File: src/rtl/neuron_pkg.sv
// Shared types and constants for the neuron datapath stages.
package neuron_pkg;

    typedef enum logic [1:0] {
        IDLE  = 2'd0,
        ACCUM = 2'd1,
        DONE  = 2'd2
    } state_t;

    localparam int SIZE_VMEM_DEF = 16;
    localparam logic signed [SIZE_VMEM_DEF-1:0] VMEM_MAX = {1'b0, {(SIZE_VMEM_DEF-1){1'b1}}};
    localparam logic signed [SIZE_VMEM_DEF-1:0] VMEM_MIN = {1'b1, {(SIZE_VMEM_DEF-1){1'b0}}};

endpackage

File: src/rtl/sat_add_signed.sv
// Signed adder that clamps to the representable range of WIDTH bits.
module sat_add_signed #(
    parameter int WIDTH = 16
) (
    input  logic signed [WIDTH-1:0] a,
    input  logic signed [WIDTH-1:0] b,
    output logic signed [WIDTH-1:0] sum,
    output logic                    sat
);

    logic signed [WIDTH:0] w_full;

    assign w_full = {a[WIDTH-1], a} + {b[WIDTH-1], b};

    // Out of range exactly when the two top bits of the wide sum disagree.
    always_comb begin
        sat = w_full[WIDTH] ^ w_full[WIDTH-1];
        sum = w_full[WIDTH-1:0];
        if (sat) begin
            if (w_full[WIDTH]) sum = {1'b1, {(WIDTH-1){1'b0}}};
            else               sum = {1'b0, {(WIDTH-1){1'b1}}};
        end
    end

endmodule

File: src/rtl/neuron_accumulate.sv
// Timestep accumulator: loads the membrane value, adds the weights of spiking
// beats with saturation and hands the result to the neuron with an update strobe.
//
// state | meaning
// IDLE  | waiting for start, beats not taken
// ACCUM | taking beats until the one marked last
// DONE  | registering impulse and raising update for one cycle
module neuron_accumulate
    import neuron_pkg::*;
#(
    parameter int size_data  = 8,
    parameter int size_vmem  = 16,
    parameter int size_count = 10
) (
    input  logic                  clk,
    input  logic                  reset,
    input  logic                  start,
    input  logic [size_vmem-1:0]  vmem_in,
    input  logic                  weight_valid,
    input  logic [size_data-1:0]  weight,
    input  logic                  spike_in,
    input  logic                  last,
    output logic                  weight_ready,
    output logic [size_vmem-1:0]  impulse,
    output logic                  update,
    output logic                  busy,
    output logic [size_count-1:0] beat_count,
    output logic                  overflow
);

    state_t                r_state;
    logic [size_vmem-1:0]  r_acc;
    logic [size_vmem-1:0]  r_impulse;
    logic                  r_update;
    logic [size_count-1:0] r_beat_count;
    logic                  r_overflow;

    logic [size_vmem-1:0]  w_weight_ext;
    logic [size_vmem-1:0]  w_sum;
    logic                  w_sat;
    logic                  w_accept;

    assign w_weight_ext = {{(size_vmem-size_data){weight[size_data-1]}}, weight};
    assign w_accept     = weight_valid && (r_state == ACCUM);

    sat_add_signed #(.WIDTH(size_vmem)) u_sat_add (
        .a   (r_acc),
        .b   (w_weight_ext),
        .sum (w_sum),
        .sat (w_sat)
    );

    always_ff @(posedge clk or negedge reset) begin
        if (!reset) begin
            r_state      <= IDLE;
            r_acc        <= '0;
            r_impulse    <= '0;
            r_update     <= 1'b0;
            r_beat_count <= '0;
            r_overflow   <= 1'b0;
        end else begin
            r_update <= 1'b0;
            case (r_state)
                IDLE: begin
                    if (start) begin
                        r_acc        <= vmem_in;
                        r_beat_count <= '0;
                        r_overflow   <= 1'b0;
                        r_state      <= ACCUM;
                    end
                end
                ACCUM: begin
                    if (w_accept) begin
                        r_beat_count <= r_beat_count + size_count'(1);
                        if (&r_beat_count) r_overflow <= 1'b1;
                        if (spike_in) begin
                            r_acc <= w_sum;
                            if (w_sat) r_overflow <= 1'b1;
                        end
                        if (last) r_state <= DONE;
                    end
                end
                DONE: begin
                    r_impulse <= r_acc;
                    r_update  <= 1'b1;
                    r_state   <= IDLE;
                end
                default: r_state <= IDLE;
            endcase
        end
    end

    assign weight_ready = (r_state == ACCUM);
    assign busy         = (r_state != IDLE);
    assign impulse      = r_impulse;
    assign update       = r_update;
    assign beat_count   = r_beat_count;
    assign overflow     = r_overflow;

endmodule

File: config.mk
export PLATFORM = sky130hd
export DESIGN_NAME = neuron_accumulate
export DESIGN_NICKNAME = d
export VERILOG_FILES = /design/src/rtl/neuron_pkg.sv /design/src/rtl/sat_add_signed.sv /design/src/rtl/neuron_accumulate.sv
export SDC_FILE = /design/constraint.sdc
export NUM_CORES = 1
export LEC_CHECK = 0
export ABC_AREA = 1
export ABC_CLOCK_PERIOD_IN_PS = 5900
export CAP_MARGIN = 10
export CORE_MARGIN = 10
export CORE_UTILIZATION = 30
export CTS_CLUSTER_SIZE = 24
export DETAILED_ROUTE_END_ITERATION = 7
export MAX_ROUTING_LAYER = met4
export SYNTH_ARGS = -nofsm -noshare
export SYNTH_HDL_FRONTEND = slang
export SYNTH_SLANG_ARGS = --single-unit
File: constraint.sdc
create_clock -name clk -period 5.9 [get_ports clk]
set_input_delay 1.18 -clock clk [delete_from_list [all_inputs] [get_ports clk]]
set_output_delay 1.18 -clock clk [all_outputs]
set_load 0.02 [all_outputs]
# ---- Word level (Yosys, flattened, before mapping)
# Index checks and enable logic that the tools add are counted.
dict set report word_totals {
  reg_bits 46
  word_cells 43
}
dict set report op_classes {
  addsub 2
  n_eq_ne 6
  n_mux 20
  bitwise 1
  n_reduce_logical 8
}
# cell count
set op_table {}
lappend op_table {{$mux 16} 5}
lappend op_table {{$pmux 16 s2} 1}
lappend op_table {{$mux 10} 2}
lappend op_table {{$pmux 10 s2} 1}
lappend op_table {{$add 16x8->17} 1}
lappend op_table {{$add 10x1->10 const B} 1}
lappend op_table {{$reduce_and 10->1} 1}
lappend op_table {{$mux 1} 6}
lappend op_table {{$mux 2} 3}
lappend op_table {{$ne 2x2->1 const B} 3}
lappend op_table {{$reduce_and 3->1} 2}
lappend op_table {{$pmux 2 s2} 1}
lappend op_table {{$reduce_and 4->1} 1}
lappend op_table {{$reduce_bool 2->1} 2}
lappend op_table {{$eq 2x1->1 const B} 1}
lappend op_table {{$eq 2x2->1 const B} 1}
lappend op_table {{$logic_not 2->1} 1}
lappend op_table {{$ne 2x1->1 const B} 1}
lappend op_table {{$pmux 1 s2} 1}
lappend op_table {{$logic_and 1x1->1} 1}
lappend op_table {{$xor 1x1->1} 1}

# ---- Depth between registers and ports, before layout
# Gate-level depths: netlist of run 1.
dict set report depth {
  word_depth 6
  depth_mapped 18
  ltp_nobuf 18
}

# ---- Hierarchy
# Synthesis of run 1 repeated with hierarchy kept, for this count alone.
dict set report hier_totals {
  hier_cells 460
  area_unflattened_um2 3259.4
}
# mod instances cells_per_inst area_per_inst_um2 seq_area_each_um2
set modules_own_cells {}
lappend modules_own_cells {neuron_accumulate 1 266 2105.8 1151.1}
lappend modules_own_cells {sat_add_signed 1 194 1153.6 0.0}

# ---- Worst setup path before layout of run 1
# OpenSTA, ideal clock, no wires.
dict set report synth_timing {
  path_kind {input -> register}
  startpoint {input weight[0]}
  endpoint {register r_acc[0]}
  setup_time_ps 117
  arrival_time_ps 2731
  t_required_ps 5783
  setup_slack_ps 3052
  cell_stages 18
  n_path_buf 1
  cell_sequence {ha_1 -> inv_1 -> fa_1 -> inv_1 -> nand2_1 -> nand2_1 -> nand3_2 -> nand2_2 -> nand2_2 -> nand2_2 -> nand2_2 -> nand2_2 -> nand2_4 -> buf_12 -> nand3_2 -> nand2_1 -> nand2_1 -> nand2_1}
}
dict set report synth_between {
  elab_chain_cells 6
  word_cells_on_any_way 7
  classes_between {add/sub: 1; mux: 5; bitwise: 1}
}
# element line_no
set synth_rtl {}
lappend synth_rtl {{start, declared} neuron_accumulate.sv:20} ;# input logic [size_data-1:0] weight,
lappend synth_rtl {{$add 16x8->17 *} sat_add_signed.sv:13} ;# assign w_full = {a[WIDTH-1], a} + {b[WIDTH-1], b};
lappend synth_rtl {{$mux 16 or $xor 1x1->1 (tied branches)} {sat_add_signed.sv:20, sat_add_signed.sv:17}}
lappend synth_rtl {{$mux 16 *} sat_add_signed.sv:19} ;# if (sat) begin
lappend synth_rtl {{$mux 16 *} neuron_accumulate.sv:76} ;# if (spike_in) begin
lappend synth_rtl {{$mux 16 *} neuron_accumulate.sv:73} ;# if (w_accept) begin
lappend synth_rtl {{$pmux 16 s2 *} neuron_accumulate.sv:63} ;# case (r_state)
lappend synth_rtl {{end signal, assigned} neuron_accumulate.sv:66} ;# r_acc <= vmem_in;
lappend synth_rtl {{end signal, assigned} neuron_accumulate.sv:77} ;# r_acc <= w_sum;
lappend synth_rtl {{end, declared} neuron_accumulate.sv:32} ;# logic [size_vmem-1:0] r_acc;
# Mark *: on every way between the ends. The rest lies on a longest branch, timed or not. The select of a mux whose other input is x is not followed.
# A chain may end at the register's enable or synchronous reset.

# ---- Worst setup path after layout of run 1
dict set report layout_timing {
  startpoint {input weight[7]}
  endpoint {register r_acc[5]}
}
# The elaborated chain is that of the path after synthesis.

==> results of run 1 <==
-- critical path: stages --
cell                              delay [ps]
sky130_fd_sc_hd__clkdlybuf4s50_1         620
sky130_fd_sc_hd__ha_1                    470
sky130_fd_sc_hd__a21oi_1                 250
sky130_fd_sc_hd__nand2_1                 120
sky130_fd_sc_hd__a21oi_2                 210
sky130_fd_sc_hd__nand2_2                  90
sky130_fd_sc_hd__nand2_1                  60
sky130_fd_sc_hd__nand2_1                  60
sky130_fd_sc_hd__nand2_2                  90
sky130_fd_sc_hd__nand2_4                  80
sky130_fd_sc_hd__inv_2                   140
sky130_fd_sc_hd__nand2_1                  80
sky130_fd_sc_hd__nand2_1                  60
sky130_fd_sc_hd__nand2_1                  50
-- report_power, final --
| part | switching, mW | total, mW | internal, mW |
|---|---|---|---|
| combinational | 0.840 | 1.36 | 0.520 |
| clock | 0.104 | 0.229 | 0.125 |
| sequential | 0.108 | 0.547 | 0.439 |
| total | 1.05 | 2.13 | 1.08 |
-- layer usage --
layer / part of all wire [%] / global-route usage [%] / vias to the layer above
li1: - / - / 1572
met1: 47 / 15.04 / 1300
met2: 49 / 19.60 / 42
met3: 2.7 / 0.9502 / 7
met4: 1.4 / 3.348 / 0
met5: 0 / - / -
-- final timing paths --
kind / end / slack [ps] / cells past startpoint
max in group asynchronous: r_acc[9] / 4220 / 1
worst max register to register: impulse[15] / 3500 / 4
worst min-delay path: impulse[13] / 480 / 2
worst max-delay path: r_acc[5] / 2520 / 14
worst min register to register: impulse[13] / 480 / 2
min in group asynchronous: impulse[14] / 1050 / 1
-- cells by family (layout without fill, tap and decap cells) --
| family | after synthesis | in the layout |
|---|---|---|
| AO/OA/AOI/OAI | 35 | 35 |
| adder cells (fa/ha/maj) | 18 | 18 |
| flip-flops | 46 | 46 |
| XOR/XNOR | 9 | 9 |
| buffers and inverters | 56 | 117 |
| AND/OR/NAND/NOR | 299 | 299 |
-- through the flow --
step                instance area, um2  instances  power, mW  utilization (%)
global placement                  3954        652      1.921            37.96
finish                            4063        660      2.135            39.00
floorplan                         3237        463      1.538                -
detailed placement                3954        652      1.920            37.96
global route                      4063        660      2.370            39.00
CTS                               4063        660      2.155            39.00
-- layout by cell type (no fill, tap or decap), types with 8 or more instances in the layout --
master and count:
sky130_fd_sc_hd__xor2_1 9, sky130_fd_sc_hd__o21ai_0 9, sky130_fd_sc_hd__inv_1 45, sky130_fd_sc_hd__nand3_1 19, sky130_fd_sc_hd__clkdlybuf4s50_1 58, sky130_fd_sc_hd__or2_2 8
sky130_fd_sc_hd__a21oi_1 18, sky130_fd_sc_hd__dfrtp_1 46, sky130_fd_sc_hd__ha_1 17, sky130_fd_sc_hd__nand2_1 185, sky130_fd_sc_hd__nand2_2 20, sky130_fd_sc_hd__nor2_1 34
-- cell type report --
type,count,area [um2]
Fill cell,1096,6354
Multi-Input combinational cell,361,1856
Sequential cell,46,1151
Timing Repair Buffer,60,593.1
Inverter,49,183.9
Tap cell,136,170.2
Clock buffer,5,68.82
Clock inverter,3,40.04
-- state kept, by name (all words and copies together) (netlist names) --
| name | count |
|---|---|
| impulse | 16 |
| r_acc | 16 |
| beat_count | 10 |
| r_state | 2 |
| overflow | 1 |
| update | 1 |
==> impl_metrics.sql, run 1 <==
INSERT INTO impl_metrics (metric_group, metric, value, unit) VALUES
('timing', 'grt_setup_unrepaired', 'false', ''),
('timing', 'fin_setup_tns', '0', 'ps'),
('routing', 'detailroute.via_count', '2921', ''),
('routing', 'drt-wirelength-per-cell', '12.81', 'um'),
('clock_tree', 'h_tree_levels', '2', ''),
('floorplanning', 'start_util', '31.08', '%'),
('logic_synthesis', 'edff_count_synth', '0', ''),
('timing', 'slew_headroom', '30.18', '%'),
('critical_path', 'critPathKind', 'in -> reg', ''),
('clock_tree', 'clock_tree.root_cell', 'sky130_fd_sc_hd__clkbuf_8', ''),
('clock_tree', 'cts_tree', 'built', ''),
('finish', 'final_net_count', '571', ''),
('timing', 'finalSetupViolations', '0', ''),
('clock_tree', 'clk_pin_slew_worst_paths', '90', 'ps'),
('grt', 'grt_pass1_wl', '14300', 'um'),
('logic_synthesis', 'yosys-top-cells-count', 'sky130_fd_sc_hd__nand2_1, sky130_fd_sc_hd__dfrtp_1, sky130_fd_sc_hd__inv_1, sky130_fd_sc_hd__nor2_1, sky130_fd_sc_hd__nand2_2', ''),
('critical_path', 'data_arrival_at_the_endpoint_of_the_critical_path', '3570', 'ps'),
('logic_synthesis', 'synth.largest_area_cell', 'sky130_fd_sc_hd__dfrtp_1', ''),
('critical_path', 'worstSetupStartpointType', 'primary input', ''),
('floorplanning', 'die_h', '123.9', 'um'),
('place', 'placement.io_buffers', '59', ''),
('clock_tree', 'numCtsBuffers', '5', ''),
('power', 'pwr_density_cell', '525.5', 'nW/um2'),
('logic_synthesis', 'synth-seq-cells', '46', ''),
('logic_synthesis', 'syn-instance-count', '463', ''),
('logic_synthesis', 'synth.area.top_cells', 'sky130_fd_sc_hd__dfrtp_1, sky130_fd_sc_hd__nand2_1, sky130_fd_sc_hd__ha_1', ''),
('timing', 'achievable-frequency', '0.2955', 'GHz'),
('clock_tree', 'clockBufferDepth', '2', ''),
('grt', 'globalRouteTotalUtil', '11.80', '%'),
('routing', 'first_pass_iters', '4', ''),
('logic_synthesis', 'synth_cell_types', '33', ''),
('critical_path', 'launch_point_of_the_critical_path', 'weight[7]', ''),
('timing', 'timing_hold_violations_final', '0', ''),
('grt', 'via_count_of_the_first_global_routing_pass', '2925', ''),
('floorplanning', 'die_x', '123.9', 'um'),
('logic_synthesis', 'yosys.area_share.xor_xnor', '2.435', '%'),
('logic_synthesis', 'synthMuxAreaShare', '0', '%'),
('logic_synthesis', 'synth_top_family_by_area', 'simple AND/OR/NAND/NOR gates', ''),
('logic_synthesis', 'synth_compound_gate_area_share', '6.069', '%'),
('critical_path', 'startpoint_of_the_worst_slack_reg_to_reg_timing_path', 'r_state[1]', ''),
('clock_tree', 'cts_setup_buffers', '0', ''),
('routing', 'number_of_violations_reported_at_the_end_of_detailed_routing_iteration_0', '138', ''),
('floorplanning', 'io_pins', '60', ''),
('timing', 'worst-slew-pin-transition', '1043', 'ps'),
('logic_synthesis', 'ys_async_sr_fraction', '100.0', '%'),
('timing', 'worst_clock_skew', '14.60', 'ps'),
('logic_synthesis', 'synthMostInstantiatedCell', 'sky130_fd_sc_hd__nand2_1', ''),
('timing', 'tightest_hold_margin', '477.0', 'ps'),
('floorplanning', 'die_area', '15340', 'um2'),
('status', 'run_status', 'completed', ''),
('place', 'preCtsSetupSlack', '2218', 'ps'),
('logic_synthesis', 'synth_adder_area_share', '7.190', '%'),
('logic_synthesis', 'syn_area_per_cell', '6.991', 'um2'),
('timing', 'final_max_slew_viol_count', '0', ''),
('timing', 'setup_slack', '2516', 'ps'),
('grt', 'gr-total-overflow', '0', ''),
('critical_path', 'worst_setup_end_kind', 'flop', ''),
('grt', 'grt_start_max_net_pins', '47', ''),
('hold_path', 'hold_path_class', 'reg -> reg', ''),
('finish', 'area_growth_syn_to_layout', '25.51', '%'),
('timing', 'final.period_utilization', '57.36', '%'),
('clock_tree', 'worst_skew_pair.late_latency', '300', 'ps'),
('run', 'timing.max_cap.violations', '0', ''),
('hold_path', 'holdCritStartpoint', 'impulse[13]', ''),
('routing', 'postRouteWirelength', '8453', 'um'),
('logic_synthesis', 'synth_sequential_area_ratio', '35.56', '%'),
('grt', 'number_of_antenna_violations_at_the_first_check_in_global_routing', '0', ''),
('power', 'irDropWorstVdd', '0.1759', 'mV'),
('clock_tree', 'cts_sinks', '46', ''),
('logic_synthesis', 'yosys_most_used_dff', 'sky130_fd_sc_hd__dfrtp_1', ''),
('timing', 'final_critical_path_required_period', '3384', 'ps');
No activity file was read; power rests on OpenSTA's default activity.
==> run 2: changes to the inputs <==
--- a/config.mk
+++ b/config.mk
@@ -6,7 +6,7 @@
 export NUM_CORES = 1
 export LEC_CHECK = 0
 export ABC_AREA = 1
-export ABC_CLOCK_PERIOD_IN_PS = 5900
+export ABC_CLOCK_PERIOD_IN_PS = 3400
 export CAP_MARGIN = 10
 export CORE_MARGIN = 10
 export CORE_UTILIZATION = 30
==> constraint.sdc (replaced) <==
create_clock -name clk -period 3.4 [get_ports clk]
set_input_delay 0.68 -clock clk [delete_from_list [all_inputs] [get_ports clk]]
set_output_delay 0.68 -clock clk [all_outputs]
set_load 0.02 [all_outputs]
==> impl_metrics.sql, run 2 (same netlist as run 1, synthesis figures left out) <==
INSERT INTO impl_metrics (metric_group, metric, value, unit) VALUES
('finish', 'drive_above_1_share', '11.41', '%'),
('critical_path', 'cpLargestDelayFamily', 'simple AND/OR/NAND/NOR gates', ''),
('critical_path', 'critPathMaxStageDelay', '620', 'ps'),
('critical_path', 'worstSetupStartpointType', 'primary input', ''),
('routing', 'routed_via_density', '4.486', ''),
('finish', 'mostFrequentLayoutCells', 'sky130_fd_sc_hd__nand2_1, sky130_fd_sc_hd__clkdlybuf4s50_1, sky130_fd_sc_hd__dfrtp_1, sky130_fd_sc_hd__inv_1, sky130_fd_sc_hd__nor2_1', ''),
('routing', 'drt-wirelength-per-cell', '13.19', 'um'),
('critical_path', 'critical_path_s_slowest_cell', 'sky130_fd_sc_hd__clkdlybuf4s50_1', ''),
('timing', 'final_max_slew_viol_count', '0', ''),
('power', 'switching_power', '1.856', 'mW'),
('clock_tree', 'cts_tree', 'built', ''),
('critical_path', 'path_max_fanout', '15', ''),
('critical_path', 'worst-path-stages', '14', ''),
('timing', 'tightest_hold_margin', '476.3', 'ps'),
('clock_tree', 'cts_repair_resize_count', '0', ''),
('hold_path', 'worstHoldEndpoint', 'impulse[11]', ''),
('power', 'power.share.switching', '50.53', '%'),
('critical_path', 'crit_path_frequent_cell', 'sky130_fd_sc_hd__nand2_1', ''),
('hold_path', 'holdCritStartpoint', 'impulse[11]', ''),
('grt', 'grt_pass1_wl', '14310', 'um'),
('routing', 'detailroute.via_count', '2970', ''),
('hold_path', 'timing.hold.worst_path_depth', '2', ''),
('run', 'timing.max_cap.violations', '0', ''),
('finish', 'area_growth_syn_to_layout', '25.40', '%'),
('critical_path', 'reg2reg_slack', '1080', 'ps'),
('grt', 'globalRouteTotalUtil', '11.78', '%'),
('finish', 'mostFrequentLayoutCell', 'sky130_fd_sc_hd__nand2_1', ''),
('floorplanning', 'die_x', '123.9', 'um'),
('finish', 'final_net_count', '573', ''),
('clock_tree', 'cts_sinks', '46', ''),
('critical_path', 'worst_setup_end_kind', 'flop', ''),
('hold_path', 'hold_path_class', 'reg -> reg', ''),
('timing', 'final_critical_path_required_period', '2887', 'ps'),
('floorplanning', 'number_of_rows_in_the_core_area', '37', ''),
('critical_path', 'critPathKind', 'in -> reg', ''),
('clock_tree', 'numCtsBuffers', '5', ''),
('clock_tree', 'worst_skew_pair.late_latency', '300', 'ps'),
('finish', 'n_antenna_cell', '0', ''),
('timing', 'timing_hold_violations_final', '0', ''),
('clock_tree', 'clk_pin_slew_worst_paths', '90', 'ps'),
('routing', 'post-route-drc-count', '0', ''),
('critical_path', 'launch_point_of_the_critical_path', 'weight[7]', ''),
('power', 'power.sequential.fraction', '26.1', '%'),
('power', 'pwr_density_cell', '905.0', 'nW/um2'),
('timing', 'fin_setup_tns', '0', 'ps'),
('timing', 'finalSetupViolations', '0', ''),
('status', 'run_status', 'completed', ''),
('routing', 'final_antenna_net_count', '0', ''),
('critical_path', 'data_arrival_at_the_endpoint_of_the_critical_path', '3080', 'ps'),
('grt', 'via_count_of_the_first_global_routing_pass', '2904', ''),
('critical_path', 'worst-endpoint-required', '3600', 'ps'),
('floorplanning', 'die_area', '15340', 'um2'),
('power', 'power.leakage', '2.109', 'nW'),
('clock_tree', 'clock_tree.root_cell', 'sky130_fd_sc_hd__clkbuf_8', ''),
('critical_path', 'worst_r2r_path_depth', '17', ''),
('critical_path', 'regToRegEndpoint', 'overflow', ''),
('power', 'combinationalPowerShare', '64.8', '%'),
('power', 'share_clk_of_total_power', '9.1', '%'),
('floorplanning', 'start_util', '31.08', '%'),
('grt', 'grt_start_max_net_pins', '47', ''),
('finish', 'post-route-util', '38.97', '%'),
('timing', 'worst_clock_skew', '7.349', 'ps'),
('routing', 'postRouteWirelength', '8735', 'um'),
('timing', 'worst-slew-pin-transition', '1039', 'ps'),
('critical_path', 'cp_cell_sequence', 'clkdlybuf4s50_1 > ha_1 > a21oi_1 > nand2_1 > a21oi_2 > nand2_2 > nand2_2 > nand2_2 > nand2_4 > nand2_1 > nand2_1 > nand2_1 > nand2_1 > nand2_1', ''),
('critical_path', 'startpoint_of_the_worst_slack_reg_to_reg_timing_path', 'r_acc[0]', ''),
('clock_tree', 'h_tree_levels', '2', ''),
('power', 'power.total', '3.673', 'mW'),
('place', 'dp_hpwl', '7259', 'um'),
('power', 'irDropWorstVdd', '0.3340', 'mV'),
('routing', 'first_pass_iters', '4', ''),
('timing', 'grt_setup_unrepaired', 'false', ''),
('routing', 'number_of_violations_reported_at_the_end_of_detailed_routing_iteration_0', '153', ''),
('timing', 'final.period_utilization', '84.91', '%'),
('clock_tree', 'post_cts_hold_buffer_count', '0', ''),
('clock_tree', 'cts_setup_buffers', '0', ''),
('grt', 'gr-total-overflow', '0', ''),
('clock_tree', 'clockBufferDepth', '2', ''),
('floorplanning', 'io_pins', '60', ''),
('grt', 'number_of_antenna_violations_at_the_first_check_in_global_routing', '0', ''),
('floorplanning', 'die_h', '123.9', 'um'),
('timing', 'slew_headroom', '30.74', '%'),
('place', 'gp_congestion', '0.8961', ''),
('floorplanning', 'floorplan.core_area', '10420', 'um2'),
('timing', 'achievable-frequency', '0.3464', 'GHz'),
('place', 'placement.io_buffers', '59', ''),
('power', 'power_report.internal_total', '1.817', 'mW'),
('critical_path', 'critical_path.n_buffers_inverters', '1', '');
[run 2: changes by cell type in the layout (fill, tap and decap cells not counted)]
cell	delta
sky130_fd_sc_hd__clkinv_2	-1
sky130_fd_sc_hd__bufinv_16	-1
sky130_fd_sc_hd__buf_4	+2
sky130_fd_sc_hd__clkinvlp_4	+1
sky130_fd_sc_hd__clkinv_4	+1
[run 2: layout make-up]
class                           count  area [um2]
Fill cell                        1113        6357
Clock inverter                      3       21.27
Multi-Input combinational cell    361        1856
Sequential cell                    46        1151
Inverter                           49       183.9
Clock buffer                        5       68.82
Timing Repair Buffer               62       608.1
Tap cell                          136       170.2
[run 2: power by group through the flow]
stage	logic, mW	clock network (mW)	registers [mW]
floorplan	1.64	0	1.03
global placement	2.37	0	0.963
detailed placement	2.39	0	0.966
CTS	2.40	0.348	0.955
global route	2.69	0.370	0.980
finish	2.38	0.335	0.958
[run 2: stage by stage]
stage,area [um2],cells,setup WS [ps]
after floorplan,3237,463,1052
after detailed placement,3969,654,214.7
after global routing,4059,662,290.6
after CTS,4059,662,526.6
after global placement,3969,654,270.7
final,4059,662,513.1
[run 2: metal layers]
metal | GRT usage, % | share of wire (%)
met4 | 3.930 | 1.6
met5 | - | 0
met1 | 15.49 | 48
met3 | 1.312 | 2.9
met2 | 18.48 | 47
[run 2: worst min-delay path, stage by stage, from the launching register on]
cell                      delay [ps]
sky130_fd_sc_hd__dfrtp_1         350
sky130_fd_sc_hd__nand2_1          60
sky130_fd_sc_hd__nand2_1          50
[run 2: worst max-delay path by stage]
stage,end,slack [ps]
floorplan,r_acc[0],1050
global placement,overflow,270
detailed placement,overflow,210
CTS,r_acc[5],530
global route,r_acc[7],290
finish,overflow,510
==> run 3: changes to the inputs <==
--- a/config.mk
+++ b/config.mk
@@ -6,7 +6,7 @@
 export NUM_CORES = 1
 export LEC_CHECK = 0
 export ABC_AREA = 1
-export ABC_CLOCK_PERIOD_IN_PS = 3400
+export ABC_CLOCK_PERIOD_IN_PS = 3000
 export CAP_MARGIN = 10
 export CORE_MARGIN = 10
 export CORE_UTILIZATION = 30
==> constraint.sdc (replaced) <==
create_clock -name clk -period 3 [get_ports clk]
set_input_delay 0.6 -clock clk [delete_from_list [all_inputs] [get_ports clk]]
set_output_delay 0.6 -clock clk [all_outputs]
set_load 0.02 [all_outputs]
==> impl_metrics.sql, run 3 (same netlist as run 1, synthesis figures left out) <==
INSERT INTO impl_metrics (metric_group, metric, value, unit) VALUES
('place', 'post-place-cells', '664', ''),
('timing', 'worst_clock_skew', '9.285', 'ps'),
('power', 'pwr_density_cell', '1044', 'nW/um2'),
('critical_path', 'crit_path_frequent_cell', 'sky130_fd_sc_hd__nand2_1', ''),
('run', 'timing.max_cap.violations', '0', ''),
('grt', 'via_count_of_the_first_global_routing_pass', '2925', ''),
('clock_tree', 'numCtsBuffers', '5', ''),
('routing', 'post-route-drc-count', '0', ''),
('finish', 'post-route-util', '39.88', '%'),
('clock_tree', 'cts_sinks', '46', ''),
('clock_tree', 'cts_setup_buffers', '0', ''),
('timing', 'timing_hold_violations_final', '0', ''),
('timing', 'achievable-frequency', '0.3758', 'GHz'),
('critical_path', 'worstSetupStartpointType', 'primary input', ''),
('clock_tree', 'worst_skew_pair.late_latency', '300', 'ps'),
('status', 'run_status', 'completed', ''),
('timing', 'worst-slew-pin-transition', '1027', 'ps'),
('place', 'placement.io_buffers', '59', ''),
('floorplanning', 'die_x', '123.9', 'um'),
('power', 'irDropWorstVdd', '0.3593', 'mV'),
('critical_path', 'critical_path_s_slowest_cell', 'sky130_fd_sc_hd__clkdlybuf4s50_1', ''),
('place', 'gp_congestion', '0.8758', ''),
('finish', 'drive_above_1_share', '12.87', '%'),
('critical_path', 'worst_setup_end_kind', 'flop', ''),
('clock_tree', 'clock_tree.root_cell', 'sky130_fd_sc_hd__clkbuf_8', ''),
('finish', 'mostFrequentLayoutCells', 'sky130_fd_sc_hd__nand2_1, sky130_fd_sc_hd__clkdlybuf4s50_1, sky130_fd_sc_hd__dfrtp_1, sky130_fd_sc_hd__inv_1, sky130_fd_sc_hd__nor2_1', ''),
('finish', 'final_net_count', '583', ''),
('grt', 'grt_start_max_net_pins', '47', ''),
('place', 'preCtsSetupSlack', '27.05', 'ps'),
('timing', 'final_max_slew_viol_count', '0', ''),
('critical_path', 'critPathKind', 'in -> reg', ''),
('clock_tree', 'cts_repair_resize_count', '0', ''),
('finish', 'n_antenna_cell', '0', ''),
('critical_path', 'cp_cell_sequence', 'clkdlybuf4s50_1 > buf_4 > ha_1 > nand2_2 > inv_1 > a21oi_1 > nand2_2 > buf_4 > nand2_1 > nand2_1 > xor2_1 > nand3_1 > nand2_1 > nand2_1 > nand2_1', ''),
('grt', 'gr-total-overflow', '0', ''),
('routing', 'final_antenna_net_count', '0', ''),
('floorplanning', 'start_util', '31.08', '%'),
('finish', 'layout.area.seq', '1151', 'um2'),
('critical_path', 'cpLargestDelayFamily', 'buffers and inverters', ''),
('clock_tree', 'post_cts_hold_buffer_count', '0', ''),
('critical_path', 'worst-endpoint-required', '3240', 'ps'),
('floorplanning', 'die_h', '123.9', 'um'),
('timing', 'finalSetupViolations', '0', ''),
('floorplanning', 'floorplan.core_area', '10420', 'um2'),
('routing', 'number_of_violations_reported_at_the_end_of_detailed_routing_iteration_0', '149', ''),
('clock_tree', 'cts_tree', 'built', ''),
('finish', 'area_growth_syn_to_layout', '28.33', '%'),
('clock_tree', 'clockBufferDepth', '2', ''),
('critical_path', 'data_arrival_at_the_endpoint_of_the_critical_path', '2900', 'ps'),
('floorplanning', 'number_of_rows_in_the_core_area', '37', ''),
('power', 'power.leakage', '2.166', 'nW'),
('finish', 'multi_input_comb_area', '1856', 'um2'),
('finish', 'nFillCells', '1097', ''),
('clock_tree', 'clk_pin_slew_worst_paths', '80', 'ps'),
('timing', 'final.period_utilization', '88.69', '%'),
('routing', 'routed_via_density', '4.475', ''),
('timing', 'fin_setup_tns', '0', 'ps'),
('grt', 'number_of_antenna_violations_at_the_first_check_in_global_routing', '0', ''),
('timing', 'setup_slack', '339.3', 'ps'),
('routing', 'first_pass_iters', '4', ''),
('place', 'dp_hpwl', '7339', 'um'),
('grt', 'grt_pass1_wl', '14520', 'um'),
('floorplanning', 'die_area', '15340', 'um2'),
('timing', 'final_critical_path_required_period', '2661', 'ps'),
('clock_tree', 'h_tree_levels', '2', ''),
('floorplanning', 'io_pins', '60', ''),
('hold_path', 'hold_path_class', 'in -> async', ''),
('finish', 'mostFrequentLayoutCell', 'sky130_fd_sc_hd__nand2_1', ''),
('critical_path', 'path_max_fanout', '9', ''),
('timing', 'slew_headroom', '31.55', '%'),
('routing', 'drt-wirelength-per-cell', '13.09', 'um'),
('finish', 'final-instance-count-excl-fill', '672', ''),
('critical_path', 'critical_path.n_buffers_inverters', '4', ''),
('critical_path', 'critPathMaxStageDelay', '390', 'ps'),
('routing', 'detailroute.via_count', '3007', ''),
('grt', 'globalRouteTotalUtil', '11.93', '%'),
('timing', 'grt_setup_unrepaired', 'false', ''),
('routing', 'postRouteWirelength', '8797', 'um');
[run 3: changes by cell type in the layout (fill, tap and decap cells not counted), sizes merged]
| cell | delta |
|---|---|
| clkbuf | +1 |
| clkinv | -2 |
| bufinv | +1 |
| buf | +10 |
[run 3: where the power goes]
group	switching [mW]	leakage [nW]	internal [mW]
Combinational	1.70	1.53	1.10
Sequential	0.213	0.586	0.863
Clock	0.212	0.0514	0.249
[run 3: final timing paths]
check	from	endpoint	slack, ps	cells past startpoint
max	weight[7]	r_acc[10]	340	15
min	reset	impulse[4]	470	1
max reg2reg	r_acc[11]	overflow	770	13
min reg2reg	impulse[11]	impulse[11]	470	2
max in group asynchronous	reset	r_acc[15]	1890	1
min in group clk	impulse[11]	impulse[11]	470	2
[run 3: routing by layer]
metal	part of all wire [%]	track usage, %	vias up
li1	-	-	1593
met1	47	15.94	1342
met2	46	18.68	61
met3	4.9	1.086	11
met4	2.0	3.785	0
met5	0	-	-
[run 3: layout make-up]
| cell class | instances | area share (%) |
|---|---|---|
| well taps | 136 | 4.096 |
| multi-input cells | 361 | 44.67 |
| repair buffers | 72 | 16.45 |
| clock inverters | 2 | 0.9036 |
| flip-flops and latches | 46 | 27.71 |
| inverters | 49 | 4.428 |
| clock buffers | 6 | 1.747 |
[run 3: stage by stage]
stage	total power [mW]	hold WS [ps]	area [um2]
2_1_floorplan	3.024	304.4	3237
3_3_place_gp	3.876	454.7	4044
6_report	4.338	467.3	4154
4_1_cts	4.365	481.8	4154
5_1_grt	4.755	502.7	4154
3_5_place_dp	3.893	460.6	4044
